`src/rtl/divider_if.sv`:
```
// Handshake and operand/result bundle for the radix-2 restoring divider.
// The remainder signal exists only when DIVIDER_REMAINDER_EN is defined.
interface divider_if #(
  parameter int WIDTH = 16
) ();
  logic             start;
  logic [WIDTH-1:0] dividend;
  logic [WIDTH-1:0] divisor;
  logic             busy;
  logic             ready;
  logic [WIDTH-1:0] result;
  logic             div0;
`ifdef DIVIDER_REMAINDER_EN
  logic [WIDTH-1:0] remainder;
`endif

  modport master (
    output start, dividend, divisor,
`ifdef DIVIDER_REMAINDER_EN
    input  remainder,
`endif
    input  busy, ready, result, div0
  );

  modport slave (
    input  start, dividend, divisor,
`ifdef DIVIDER_REMAINDER_EN
    output remainder,
`endif
    output busy, ready, result, div0
  );
endinterface

```
`src/rtl/divider.sv`:
```
// Unsigned radix-2 restoring divider: fixed WIDTH-cycle latency, IDLE/RUN/DONE FSM.
// Optional remainder output enabled by defining DIVIDER_REMAINDER_EN.
module divider #(
  parameter int WIDTH = 16
) (
  input  logic      clk,
  input  logic      rst,
  divider_if.slave  bus
);

  localparam int CW = (WIDTH > 1) ? $clog2(WIDTH) : 1;

  typedef enum logic [1:0] {
    IDLE = 2'd0,
    RUN  = 2'd1,
    DONE = 2'd2
  } state_t;

  state_t           state_q, state_d;
  logic [CW-1:0]    count_q;
  logic [WIDTH:0]   rem_q;
  logic [WIDTH-1:0] quo_q;
  logic [WIDTH-1:0] dvsr_q;
  logic [WIDTH-1:0] result_q;
  logic             div0_q;
`ifdef DIVIDER_REMAINDER_EN
  logic [WIDTH-1:0] remainder_q;
`endif

  logic             accept;
  logic             last;
  logic [WIDTH+1:0] shifted;
  logic             borrow;
  logic [WIDTH:0]   rem_next;
  logic [WIDTH-1:0] quo_next;

  assign accept = bus.start && (state_q != RUN);
  assign last   = (count_q == CW'(WIDTH - 1));

  // One restoring step: shift in the next dividend bit, subtract if it fits.
  assign shifted  = {rem_q, quo_q[WIDTH-1]};
  assign borrow   = shifted < {2'b00, dvsr_q};
  assign rem_next = (WIDTH+1)'(borrow ? shifted : shifted - {2'b00, dvsr_q});
  assign quo_next = {quo_q[WIDTH-2:0], ~borrow};

  always_ff @(posedge clk) begin
    // NOTE: non-blocking assignments for all state so every register samples pre-edge values.
    if (rst) state_q <= IDLE;
    else     state_q <= state_d;
  end

  always_comb begin
    // NOTE: default first so no path leaves state_d unassigned (no latch).
    state_d = state_q;
    unique case (state_q)
      IDLE:    if (bus.start) state_d = RUN;
      RUN:     if (last)      state_d = DONE;
      DONE:    state_d = bus.start ? RUN : IDLE;
      default: state_d = IDLE;
    endcase
  end

  always_ff @(posedge clk) begin
    if (rst) begin
      count_q     <= '0;
      rem_q       <= '0;
      quo_q       <= '0;
      dvsr_q      <= '0;
      result_q    <= '0;
      div0_q      <= 1'b0;
`ifdef DIVIDER_REMAINDER_EN
      remainder_q <= '0;
`endif
    end else if (accept) begin
      count_q <= '0;
      rem_q   <= '0;
      quo_q   <= bus.dividend;
      dvsr_q  <= bus.divisor;
    end else if (state_q == RUN) begin
      rem_q   <= rem_next;
      quo_q   <= quo_next;
      count_q <= last ? '0 : count_q + 1'b1;
      if (last) begin
        // A zero divisor never borrows, so the quotient is all ones and the
        // remainder is the dividend without any special-case datapath.
        result_q    <= quo_next;
        div0_q      <= (dvsr_q == '0);
`ifdef DIVIDER_REMAINDER_EN
        remainder_q <= rem_next[WIDTH-1:0];
`endif
      end
    end
  end

  assign bus.busy   = (state_q == RUN);
  assign bus.ready  = (state_q == DONE);
  assign bus.result = result_q;
  assign bus.div0   = div0_q;
`ifdef DIVIDER_REMAINDER_EN
  assign bus.remainder = remainder_q;
`endif

endmodule
```
`src/flat_wrapper.sv`:
```
// flat-port wrapper written by rule: the top's interface ports become plain ports
module divider_flat 
#(
  parameter int WIDTH = 16
)
  (clk, rst, bus_start, bus_dividend, bus_divisor, bus_busy, bus_ready, bus_result, bus_div0);
  divider_if #(.WIDTH(WIDTH)) bus_i ();
  input  logic clk;
  input  logic rst;
  input wire logic [$bits(bus_i.start)-1:0] bus_start;
  input wire logic [$bits(bus_i.dividend)-1:0] bus_dividend;
  input wire logic [$bits(bus_i.divisor)-1:0] bus_divisor;
  output wire logic [$bits(bus_i.busy)-1:0] bus_busy;
  output wire logic [$bits(bus_i.ready)-1:0] bus_ready;
  output wire logic [$bits(bus_i.result)-1:0] bus_result;
  output wire logic [$bits(bus_i.div0)-1:0] bus_div0;
  assign bus_i.start = bus_start;
  assign bus_i.dividend = bus_dividend;
  assign bus_i.divisor = bus_divisor;
  assign bus_busy = bus_i.busy;
  assign bus_ready = bus_i.ready;
  assign bus_result = bus_i.result;
  assign bus_div0 = bus_i.div0;
  divider #(.WIDTH(WIDTH)) u_core (.clk(clk), .rst(rst), .bus(bus_i));
endmodule
```
`config.mk`:
```
export PLATFORM = sky130hd
export DESIGN_NAME = divider_flat
export DESIGN_NICKNAME = d
export VERILOG_FILES = /design/src/rtl/divider_if.sv /design/src/rtl/divider.sv /design/src/flat_wrapper.sv
export SDC_FILE = /design/constraint.sdc
export NUM_CORES = 1
export LEC_CHECK = 0
export ABC_AREA = 1
export CAP_MARGIN = 40
export CELL_PAD_IN_SITES_DETAIL_PLACEMENT = 0
export CELL_PAD_IN_SITES_GLOBAL_PLACEMENT = 2
export CORE_MARGIN = 3
export CORE_UTILIZATION = 31
export CTS_CLUSTER_SIZE = 16
export DETAILED_ROUTE_END_ITERATION = 16
export GPL_TIMING_DRIVEN = 1
export MAX_ROUTING_LAYER = met4
export PLACE_DENSITY_LB_ADDON = 0.2
export SETUP_SLACK_MARGIN = 0.5
export SLEW_MARGIN = 10
export SYNTH_ARGS = -nofsm -noshare
export SYNTH_HDL_FRONTEND = slang
export SYNTH_SLANG_ARGS = --single-unit
```
`constraint.sdc`:
```
create_clock -name clk -period 2.1 [get_ports clk]
set_input_delay 0.21 -clock clk [delete_from_list [all_inputs] [get_ports clk]]
set_output_delay 0.21 -clock clk [all_outputs]
set_load 0.05 [all_outputs]
```
==> flow_summary.toml <==
[outcome]
status = "complete, no violations"

[sta]
tightest_slew_ns = 0.527
final-setup-viol-count = 0
grt_setup_unrepaired = "yes"
fin_ws_ns = 0.316
slew_headroom = 0.650
fin_crit_sh = 0.850
fin_crit_ns = 1.78
hold_slack_ns = 0.465
clock.fmax_mhz = 560
slew_violations = 0
hold_viol = 0
fin_tns_setup_ns = 0
fin_skew_ns = 0.00607

[min_path]
hp-class = "reg2reg"

[floorplanning]
initial_utilization = 0.325
die_h_um = 123
ioPinCount = 54
row_count = 41
die_w_um = 123
fp.dieArea_sq_mm = 0.0150
core_area_sq_mm = 0.0130

[routing]
first_iter_violations = 220
wl_mm = 12.4
ant_nets = 0
vias = 3965
via_per_inst = 4.59
drc = 0
post_drt_wl_per_cell_um = 14.4
first_pass_iters = 4

[clock_network]
h-tree-depth = 3
clk_path_buf_depth = 2
clk_latency_ns = 0.33
cts_buffers = 9
cts_sinks = 72
cts.clk_slew.worst_paths_ns = 0.06
cts_root_buf = "clkbuf_16"
cts_tree = "built"
ctsHoldBuffers = 0

[cells_and_area]
drive_gt1_frac = 0.251
diodes = 0
multi_input_area_sq_mm = 0.00263
fin_util = 0.450
fillerInstances = 1345
final_cell_count_no_fill = 864
area_growth_pct = 38.6
nets = 740
final_area_sq_mm = 0.00584
seq_area_sq_mm = 0.00145

[power_and_ir_drop]
intPower_mw = 3.07
leakage_nw = 2.62
vdd_drop_max_v = 0.000445
total_power_mw = 4.61
p_clk_frac = 0.359
seqPwrFrac = 0.321
p_switching_mw = 1.54
combPwrFrac = 0.319
powerDensity_mw_per_mm2 = 790
swShare = 0.334

[logic_synthesis]
synth.yosys.seq_area_share = 0.342
ys_types = 37
synth_flop_cell = "dfxtp_1"
synth-edff-count = 0
syn_inst = 613
ys_ff_latch = 72
synthArstFlopShare = 0
synth_warnings = 0
synth.cell_area_sq_mm = 0.00422
synth_fp_nets = 666
syn_area_per_cell_sq_um = 6.88

[global_route]
use_met2 = 0.269
top_usage_layer = "met2"
grt_pass1_wl_mm = 19.8
grt_pass1_vias = 3790
grt_overflow = 0
grt_max_degree = 32
track_usage = 0.174
globalRouteMet1Util = 0.237
antenna_found_initial = 0
grt_use_met3 = 0.0157

[setup_path]
cp_cell_sequence = "inv_2 > ha_4 > inv_6 > fa_2 > nand3_2 > nand3_4 > nand2_8 > buf_6 > nand3b_1 > nand3_2 > a21oi_2"
critical_path_class = "reg2reg"
slowest_stage = "fa_2"
worst_ep_arrival_time_ns = 1.99
max_stage_delay_ns = 0.39
cp.required_ns = 2.30
start_kind = "register"
cp_common_cell = "nand3_2"
end_kind = "register"
crit_path_max_fanout = 6

[placement]
placed_cells = 827
dp_slack_ns = 0.116
dp_hpwl_mm = 9.11
numPortBuffers = 53
place.gp.congestion = 0.880
post_dp_cell_area_sq_mm = 0.00502

[run]
max_cap_viol_count = 0
worst max-delay path: cells and delay by family (launching register included):
kind | cells | cell delay, ns
fa+ha+maj | 2 | 0.53
simple gates | 5 | 0.52
flops | 1 | 0.31
buf+inv | 3 | 0.24
compound gates | 1 | 0.05
cells in the final DEF, fill, tap and decap left out, drive strengths merged, types with 2 or more instances in the layout:
cell type	Yosys	routed
nand3b	10	10
inv	108	108
buf	12	30
clkbuf	10	10
ha	17	17
clkinv	0	3
dfxtp	72	72
or2	2	2
nand3	35	35
nand4	7	7
clkinvlp	0	2
dlygate4sd2	0	17
a211oi	15	15
o221ai	6	6
nor3	5	5
a21oi	45	45
o21ai	36	36
bufinv	0	2
nor2	46	46
xnor2	5	5
nand2	175	177
clkdlybuf4s50	0	34
xor2	2	2
power groups by stage:
stage          logic [mW]  registers [mW]  clock network, mW
6_report             1.47            1.48               1.66
3_3_place_gp         1.18            1.50                  0
3_5_place_dp         1.17            1.50                  0
2_1_floorplan       0.893            1.49                  0
5_1_grt              1.63            1.49               1.75
4_1_cts              1.37            1.48               1.69
final cells by class:
cell class	instances	area share
Clock buffer	9	0.0385
Clock inverter	7	0.0163
Inverter	108	0.0709
Multi-Input combinational cell	413	0.449
Sequential cell	72	0.249
Tap cell	172	0.0368
Timing Repair Buffer	83	0.140
worst paths after layout:
check,from,end,slack (ns),cells past startpoint
max,u_core.quo_q[15],u_core.rem_q[7],0.32,11
min,u_core.bus.div0,u_core.bus.div0,0.46,2
max reg2reg,u_core.quo_q[15],u_core.rem_q[7],0.32,11
min reg2reg,u_core.bus.div0,u_core.bus.div0,0.46,2
synth_stat cells (2+ instances only):
cell type,count,area (sq um)
a211oi_1,15,113
a21oi_1,35,175
a21oi_2,9,78.8
buf_2,9,45.0
clkbuf_1,10,37.5
dfxtp_1,72,1440
ha_1,17,213
inv_1,99,372
inv_2,9,33.8
nand2_1,160,601
nand2_2,12,75.1
nand2_4,2,22.5
nand3_1,24,120
nand3_2,11,110
nand3b_1,10,75.1
nand4_1,6,37.5
nor2_1,40,150
nor2_2,4,25.0
nor3_1,5,25.0
o21ai_0,36,180
o221ai_1,6,52.6
or2_2,2,12.5
xnor2_1,5,43.8
xor2_1,2,17.5
logic make-up (layout without fill, tap and decap cells):
kind of cell	count (synthesis)	count (layout)	share of synthesized area
adders and majority gates	18	18	0.0552
buffers and inverters	130	207	0.124
DFF	72	72	0.342
xor gates and xnor gates	7	7	0.0145
and+or+nand+nor	282	284	0.315
AOI/OAI and AO/OA	104	104	0.149
timing repair:
item                                    CTS  global route
endpoints found under the setup margin   41            37
hold endpoints to repair                  0             0
gates resized for setup                  61            42
pin swaps                                21            18
buffers inserted                          7             9
gates cloned                              4             1
routing by layer:
metal,wire (um),share of wire
met1,6310,0.51
met2,5520,0.44
met3,365,0.029
met4,216,0.017
met5,0,0
flip-flops by register name, summed over array words and instances, names as in the netlist:
register           flops
u_core.rem_q          17
u_core.bus.result     16
u_core.dvsr_q         16
u_core.quo_q          16
u_core.count_q         4
u_core.state_q         2
u_core.bus.div0        1
Note: power is estimated with default switching activity, not from simulation.
